File: config.mk
export PLATFORM = sky130hd
export DESIGN_NAME = lsu_ctrl
export DESIGN_NICKNAME = d
export VERILOG_FILES = /design/src/rtl/lsu_ctrl.sv
export SDC_FILE = /design/constraint.sdc
export NUM_CORES = 1
export LEC_CHECK = 0
export CAP_MARGIN = 20
export CORE_MARGIN = 2
export CORE_UTILIZATION = 30
export CTS_CLUSTER_DIAMETER = 80
export CTS_CLUSTER_SIZE = 24
export DETAILED_ROUTE_END_ITERATION = 7
export DONT_BUFFER_PORTS = 1
export PLACE_DENSITY = 0.47
export SLEW_MARGIN = 0
export SYNTH_ARGS = -nofsm -noshare
export SYNTH_HDL_FRONTEND = slang
export SYNTH_SLANG_ARGS = --single-unit
File: constraint.sdc
create_clock -name clk -period 2.6 [get_ports clk]
set_input_delay 0.52 -clock clk [delete_from_list [all_inputs] [get_ports clk]]
set_output_delay 0.52 -clock clk [all_outputs]
set_load 0.02 [all_outputs]
File: src/rtl/lsu_ctrl.sv
// lsu_ctrl: single-request load/store unit controller.
// Takes one load or store at a time and checks its width code and alignment.
// It drives one aligned memory access with lane-shifted data and byte enables.
// For a load it extends the returned data, and it reports one completion.
//
// Ports
//   clk, rst                      clock, synchronous active-high reset
//   req_valid / req_ready         request handshake (ready only in IDLE)
//   req_store, req_funct3         1 = store; RISC-V width/sign code
//   req_addr, req_wdata           byte address, LSB-aligned store data
//   mem_read / mem_write          memory strobes, held for the whole access
//   mem_address                   word-aligned address
//   mem_wdata, mem_byte_enable    lane-shifted store data, active lanes
//   mem_rdata, mem_resp           read data and completion from memory
//   done_valid                    one-cycle completion pulse
//   done_rdata                    extended load result (0 for stores/errors)
//   done_misaligned/timeout/illegal  error flags, held until the next completion
//
// state    | meaning
// ---------+------------------------------------------------------------
// S_IDLE   | ready for a request
// S_ACCESS | strobe asserted, waiting for mem_resp or the access timer
// S_DONE   | done_valid pulse; the result registers take new values on entry

module lsu_ctrl #(
   parameter int XLEN           = 32,
   parameter int TIMEOUT_CYCLES = 255
) (
   input  logic              clk,
   input  logic              rst,
   input  logic              req_valid,
   output logic              req_ready,
   input  logic              req_store,
   input  logic [2:0]        req_funct3,
   input  logic [XLEN-1:0]   req_addr,
   input  logic [XLEN-1:0]   req_wdata,
   output logic              mem_read,
   output logic              mem_write,
   output logic [XLEN-1:0]   mem_address,
   output logic [XLEN-1:0]   mem_wdata,
   output logic [XLEN/8-1:0] mem_byte_enable,
   input  logic [XLEN-1:0]   mem_rdata,
   input  logic              mem_resp,
   output logic              done_valid,
   output logic [XLEN-1:0]   done_rdata,
   output logic              done_misaligned,
   output logic              done_timeout,
   output logic              done_illegal
);

   localparam int NB       = XLEN / 8;
   localparam int OW       = $clog2(NB);
   localparam bit TO_EN    = (TIMEOUT_CYCLES > 0);
   localparam int CW       = (TIMEOUT_CYCLES > 2) ? $clog2(TIMEOUT_CYCLES) : 1;
   localparam int TMR_INIT = TO_EN ? TIMEOUT_CYCLES - 1 : 0;

   generate
      if (XLEN != 32 && XLEN != 64) begin : g_bad_xlen
         $error("lsu_ctrl: XLEN must be 32 or 64");
      end
   endgenerate

   typedef enum logic [1:0] {S_IDLE, S_ACCESS, S_DONE} state_t;

   state_t            r_state;
   state_t            w_state_nxt;

   logic              r_store;
   logic [2:0]        r_funct3;
   logic [XLEN-1:0]   r_addr;
   logic [XLEN-1:0]   r_wdata;
   logic [CW-1:0]     r_tmr;
   logic [XLEN-1:0]   r_done_rdata;
   logic              r_done_mis;
   logic              r_done_to;
   logic              r_done_ill;

   logic              w_req_illegal;
   logic              w_req_misal;
   logic              w_accept;
   logic              w_capture;
   logic [XLEN-1:0]   w_rdata_nxt;
   logic              w_mis_nxt;
   logic              w_to_nxt;
   logic              w_ill_nxt;
   logic              w_access;
   logic [OW-1:0]     w_off;
   logic [OW+2:0]     w_shamt;
   logic [XLEN-1:0]   w_rshift;
   logic [XLEN-1:0]   w_load_ext;
   logic [NB-1:0]     w_be_mask;

   // Request decode on the live inputs, so an error completes one cycle after accept.
   always_comb begin
      w_req_illegal = 1'b0;
      w_req_misal   = 1'b0;
      if (req_store)
         w_req_illegal = req_funct3[2] || (req_funct3[1:0] == 2'b11 && XLEN == 32);
      else
         w_req_illegal = (req_funct3 == 3'b111) ||
                         ((req_funct3 == 3'b011 || req_funct3 == 3'b110) && XLEN == 32);
      case (req_funct3[1:0])
         2'b00:   w_req_misal = 1'b0;
         2'b01:   w_req_misal = req_addr[0];
         2'b10:   w_req_misal = |req_addr[1:0];
         default: w_req_misal = |req_addr[2:0];
      endcase
   end

   assign w_off    = r_addr[OW-1:0];
   assign w_shamt  = {w_off, 3'b000};
   assign w_rshift = mem_rdata >> w_shamt;

   // Sized casts of signed operands sign-extend; of unsigned operands, zero-extend.
   always_comb begin
      case (r_funct3)
         3'b000:  w_load_ext = XLEN'($signed(w_rshift[7:0]));
         3'b001:  w_load_ext = XLEN'($signed(w_rshift[15:0]));
         3'b010:  w_load_ext = XLEN'($signed(w_rshift[31:0]));
         3'b100:  w_load_ext = XLEN'(w_rshift[7:0]);
         3'b101:  w_load_ext = XLEN'(w_rshift[15:0]);
         3'b110:  w_load_ext = XLEN'(w_rshift[31:0]);
         default: w_load_ext = w_rshift;
      endcase
   end

   always_comb begin
      case (r_funct3[1:0])
         2'b00:   w_be_mask = NB'(1);
         2'b01:   w_be_mask = NB'(3);
         2'b10:   w_be_mask = NB'(15);
         default: w_be_mask = NB'(8'hFF);
      endcase
   end

   always_ff @(posedge clk) begin
      if (rst) begin
         r_state      <= S_IDLE;
         r_store      <= 1'b0;
         r_funct3     <= '0;
         r_addr       <= '0;
         r_wdata      <= '0;
         r_tmr        <= '0;
         r_done_rdata <= '0;
         r_done_mis   <= 1'b0;
         r_done_to    <= 1'b0;
         r_done_ill   <= 1'b0;
      end else begin
         r_state <= w_state_nxt;
         if (w_accept) begin
            r_store  <= req_store;
            r_funct3 <= req_funct3;
            r_addr   <= req_addr;
            r_wdata  <= req_wdata;
            r_tmr    <= CW'(TMR_INIT);
         end else if (r_state == S_ACCESS && r_tmr != '0) begin
            r_tmr <= r_tmr - CW'(1);
         end
         if (w_capture) begin
            r_done_rdata <= w_rdata_nxt;
            r_done_mis   <= w_mis_nxt;
            r_done_to    <= w_to_nxt;
            r_done_ill   <= w_ill_nxt;
         end
      end
   end

   always_comb begin
      w_state_nxt = r_state;
      w_accept    = 1'b0;
      w_capture   = 1'b0;
      w_rdata_nxt = '0;
      w_mis_nxt   = 1'b0;
      w_to_nxt    = 1'b0;
      w_ill_nxt   = 1'b0;
      case (r_state)
         S_IDLE: begin
            if (req_valid) begin
               w_accept = 1'b1;
               if (w_req_illegal) begin
                  w_state_nxt = S_DONE;
                  w_capture   = 1'b1;
                  w_ill_nxt   = 1'b1;
               end else if (w_req_misal) begin
                  w_state_nxt = S_DONE;
                  w_capture   = 1'b1;
                  w_mis_nxt   = 1'b1;
               end else begin
                  w_state_nxt = S_ACCESS;
               end
            end
         end
         S_ACCESS: begin
            // The timer reads zero in the last allowed cycle; a response that
            // arrives in that same cycle still completes normally.
            if (mem_resp) begin
               w_state_nxt = S_DONE;
               w_capture   = 1'b1;
               w_rdata_nxt = r_store ? '0 : w_load_ext;
            end else if (TO_EN && r_tmr == '0) begin
               w_state_nxt = S_DONE;
               w_capture   = 1'b1;
               w_to_nxt    = 1'b1;
            end
         end
         S_DONE:  w_state_nxt = S_IDLE;
         default: w_state_nxt = S_IDLE;
      endcase
   end

   assign w_access        = (r_state == S_ACCESS);
   assign req_ready       = (r_state == S_IDLE);
   assign mem_read        = w_access & ~r_store;
   assign mem_write       = w_access & r_store;
   assign mem_address     = w_access ? {r_addr[XLEN-1:OW], {OW{1'b0}}} : '0;
   assign mem_wdata       = w_access ? (r_wdata << w_shamt) : '0;
   assign mem_byte_enable = w_access ? (w_be_mask << w_off) : '0;
   assign done_valid      = (r_state == S_DONE);
   assign done_rdata      = r_done_rdata;
   assign done_misaligned = r_done_mis;
   assign done_timeout    = r_done_to;
   assign done_illegal    = r_done_ill;

endmodule

==> metrics.yaml <==
floorplanning:
  dieArea_um2: 19750
  core-area_um2: 18150
  start_util_pct: 30.82
  num_rows: 49
  ios: 211
  die_width_um: 140.5
  die_h_um: 140.5
synth:
  synth_top_area_share_pct: 40.45
  yosysTopAreaCell: "dfxtp_1"
  synth.cell_area_um2: 5593
  synth_xor_xnor_area_share_pct: 1.096
  synth_compound_area_share_pct: 20.89
  synthCells: 715
  synth-edff-count: 0
  synthAdderAreaFrac_pct: 0.4474
  synth-simple-area-share_pct: 24.25
  netlist_top_cells_area: "dfxtp_1 (40%), nand2_1 (10%), a21oi_1 (8.8%), mux2i_1 (5.7%), and2_1 (4.5%)"
  synth_cell_types: 46
  synth.avg_cell_area_um2: 7.822
  ys_ff_latch: 113
  synthMuxAreaShare_pct: 6.331
  synth_top_family_by_area: "simple AND/OR/NAND/NOR gates"
  seq_area_frac_synth_pct: 40.45
  synth-async-reset-ratio_pct: 0
  synth-main-ff-cell: "dfxtp_1"
  yosys_warnings: 0
clocking:
  clkSinkCount: 113
  clk_latency_ns: 0.41
  cts.clk_slew.worst_paths_ns: 0.05
  cts_tree: "yes"
  cts_buffer_depth: 2
  cts.hold.buffers_added: 0
  cts_made_buffers: 17
  htreeDepth: 4
  cts_root_buffer: "clkbuf_16"
routing:
  wire_per_inst_um: 18.65
  wl_mm: 17.85
  dr_total_vias: 5032
  via_per_inst: 5.258
  postRouteAntennaNets: 0
  dr.pass1.iters: 4
  drt_iter0_markers: 174
  drc: 0
global_routing:
  grt_usage_pct: 17.81
  grt_max_degree: 114
  grt.overflow.total: 0
  antenna_found_initial: 0
  grt_pass1_vias: 5004
  grt_pass1_wl_mm: 27.61
layout:
  fin_nets: 823
  drive_above_1_share_pct: 14.29
  syn_to_final_growth_pct: 16.22
  n_antenna_cell: 0
  final_cell_mix: "nand2_1 (151), dfxtp_1 (111), a21oi_1 (98)"
  layout_commonest_cell: "nand2_1"
  final_core_util_pct: 35.82
  final_area_um2: 6500
  fin_cells: 957
setup_path:
  startpoint_type: "flop"
  critPathKind: "flop to output port"
  endpoint_kind: "output port"
  cp_max_fo: 30
  cp.arrival_ns: 1.92
  cp.required_ns: 2.08
sta:
  final_hold_viol_count: 0
  fin_crit_sh_pct: 93.87
  fmax_ghz: 0.4097
  whs_ns: 0.1860
  post-route-min-period_ns: 2.441
  drv_slew: 0
  rsz0062_at_grt: "false"
  tightest_slew_ns: 0.6674
  skew_ns: 0.008069
  slew_headroom_pct: 55.41
  fin_ws_ns: 0.1593
  setup_viol: 0
  setup-tns-final_ns: 0
power:
  fin_total_pwr_mw: 4.760
  vdd_drop_max_mv: 0.4284
  power_leakage_nw: 2.342
  p_per_area_nw_per_um2: 732.4
min_path:
  hp-class: "input pin to flop"
flow_run:
  maxCapViolCount: 0
placement:
  place_ws_ns: 0.3369
  port_buffers: 0
  gp_congestion: 0.8446
  dp_hpwl_mm: 12.58
  place_inst: 927
  dpl-instance-area_um2: 5956
run_status:
  status: "complete, no violations"
==> per-layer routing <==
metal  part of all wire (%)  track usage, %
met3                    7.6           7.009
met1                     43           21.37
met4                    1.7           5.737
met2                     48           29.36
met5                      0               0
==> logic make-up (layout without fill, tap and decap cells) <==
family,count (synthesis),count (layout)
multiplexers,34,34
adder cells (fa/ha/maj),2,2
other,1,2
AO/OA/AOI/OAI,176,176
flip-flops,113,113
AND/OR/NAND/NOR,299,299
XOR/XNOR,7,7
buffers and inverters,83,95
==> final cells by class <==
cell class	count	area, um^2
clock buffer	24	481.7
multi-input combinational	520	2982
tap	229	286.5
clock inverter	6	57.56
timing repair buffer	45	350.3
sequential	113	2267
inverter	20	75.07
fill	1902	11650
==> worst paths after layout <==
path / startpoint / to / slack (ns) / cells past startpoint
worst max-delay path: r_addr[1] / mem_wdata[16] / 0.16 / 6
worst min-delay path: rst / done_rdata[27] / 0.19 / 1
worst min register to register: r_addr[17] / r_addr[17] / 0.45 / 2
worst max register to register: r_tmr[0] / done_rdata[20] / 0.45 / 7
==> worst max-delay path, cell delays in order (launching register included) <==
cell and delay [ns]:
dfxtp_4 0.58, buf_4 0.28, mux2i_1 0.26, nor2_1 0.06, a21oi_1 0.11, nor2_1 0.06, buf_4 0.16
==> synth_stat cells (2+ instances only) <==
cell and n:
and2_1 40, buf_2 8, nor3_1 10, inv_1 20
a221oi_2 9, buf_1 9, or3_1 2, nor2_1 56
nand2b_1 3, clkbuf_1 40, o21ai_2 2, a21oi_1 98
nand3_1 3, nand2_1 152, xnor2_1 2, mux2i_1 32
a32oi_1 16, a31oi_1 2, buf_4 3, ha_1 2
a211oi_1 28, o21ai_0 7, or2_2 8, dfxtp_1 113
nor2b_1 18, a221oi_1 8, xor2_1 5
==> power breakdown <==
part           internal [mW]  total (mW)  switching, mW
clock network           1.37        2.16          0.786
registers               1.86        2.00          0.148
logic                  0.229       0.599          0.370
==> flip-flops by register name, summed over array words and instances (netlist names) <==
name             count
done_illegal         1
done_misaligned      1
done_rdata          32
done_timeout         1
r_addr              32
r_funct3             3
r_state              2
r_store              1
r_tmr                8
r_wdata             32
==> timing repair <==
action | 4_1_cts | 5_1_grt
setup buffers | 0 | 0
gates resized for setup | 1 | 1
endpoints found under the setup margin | 6 | 8
(Power assumes the default switching activity.)
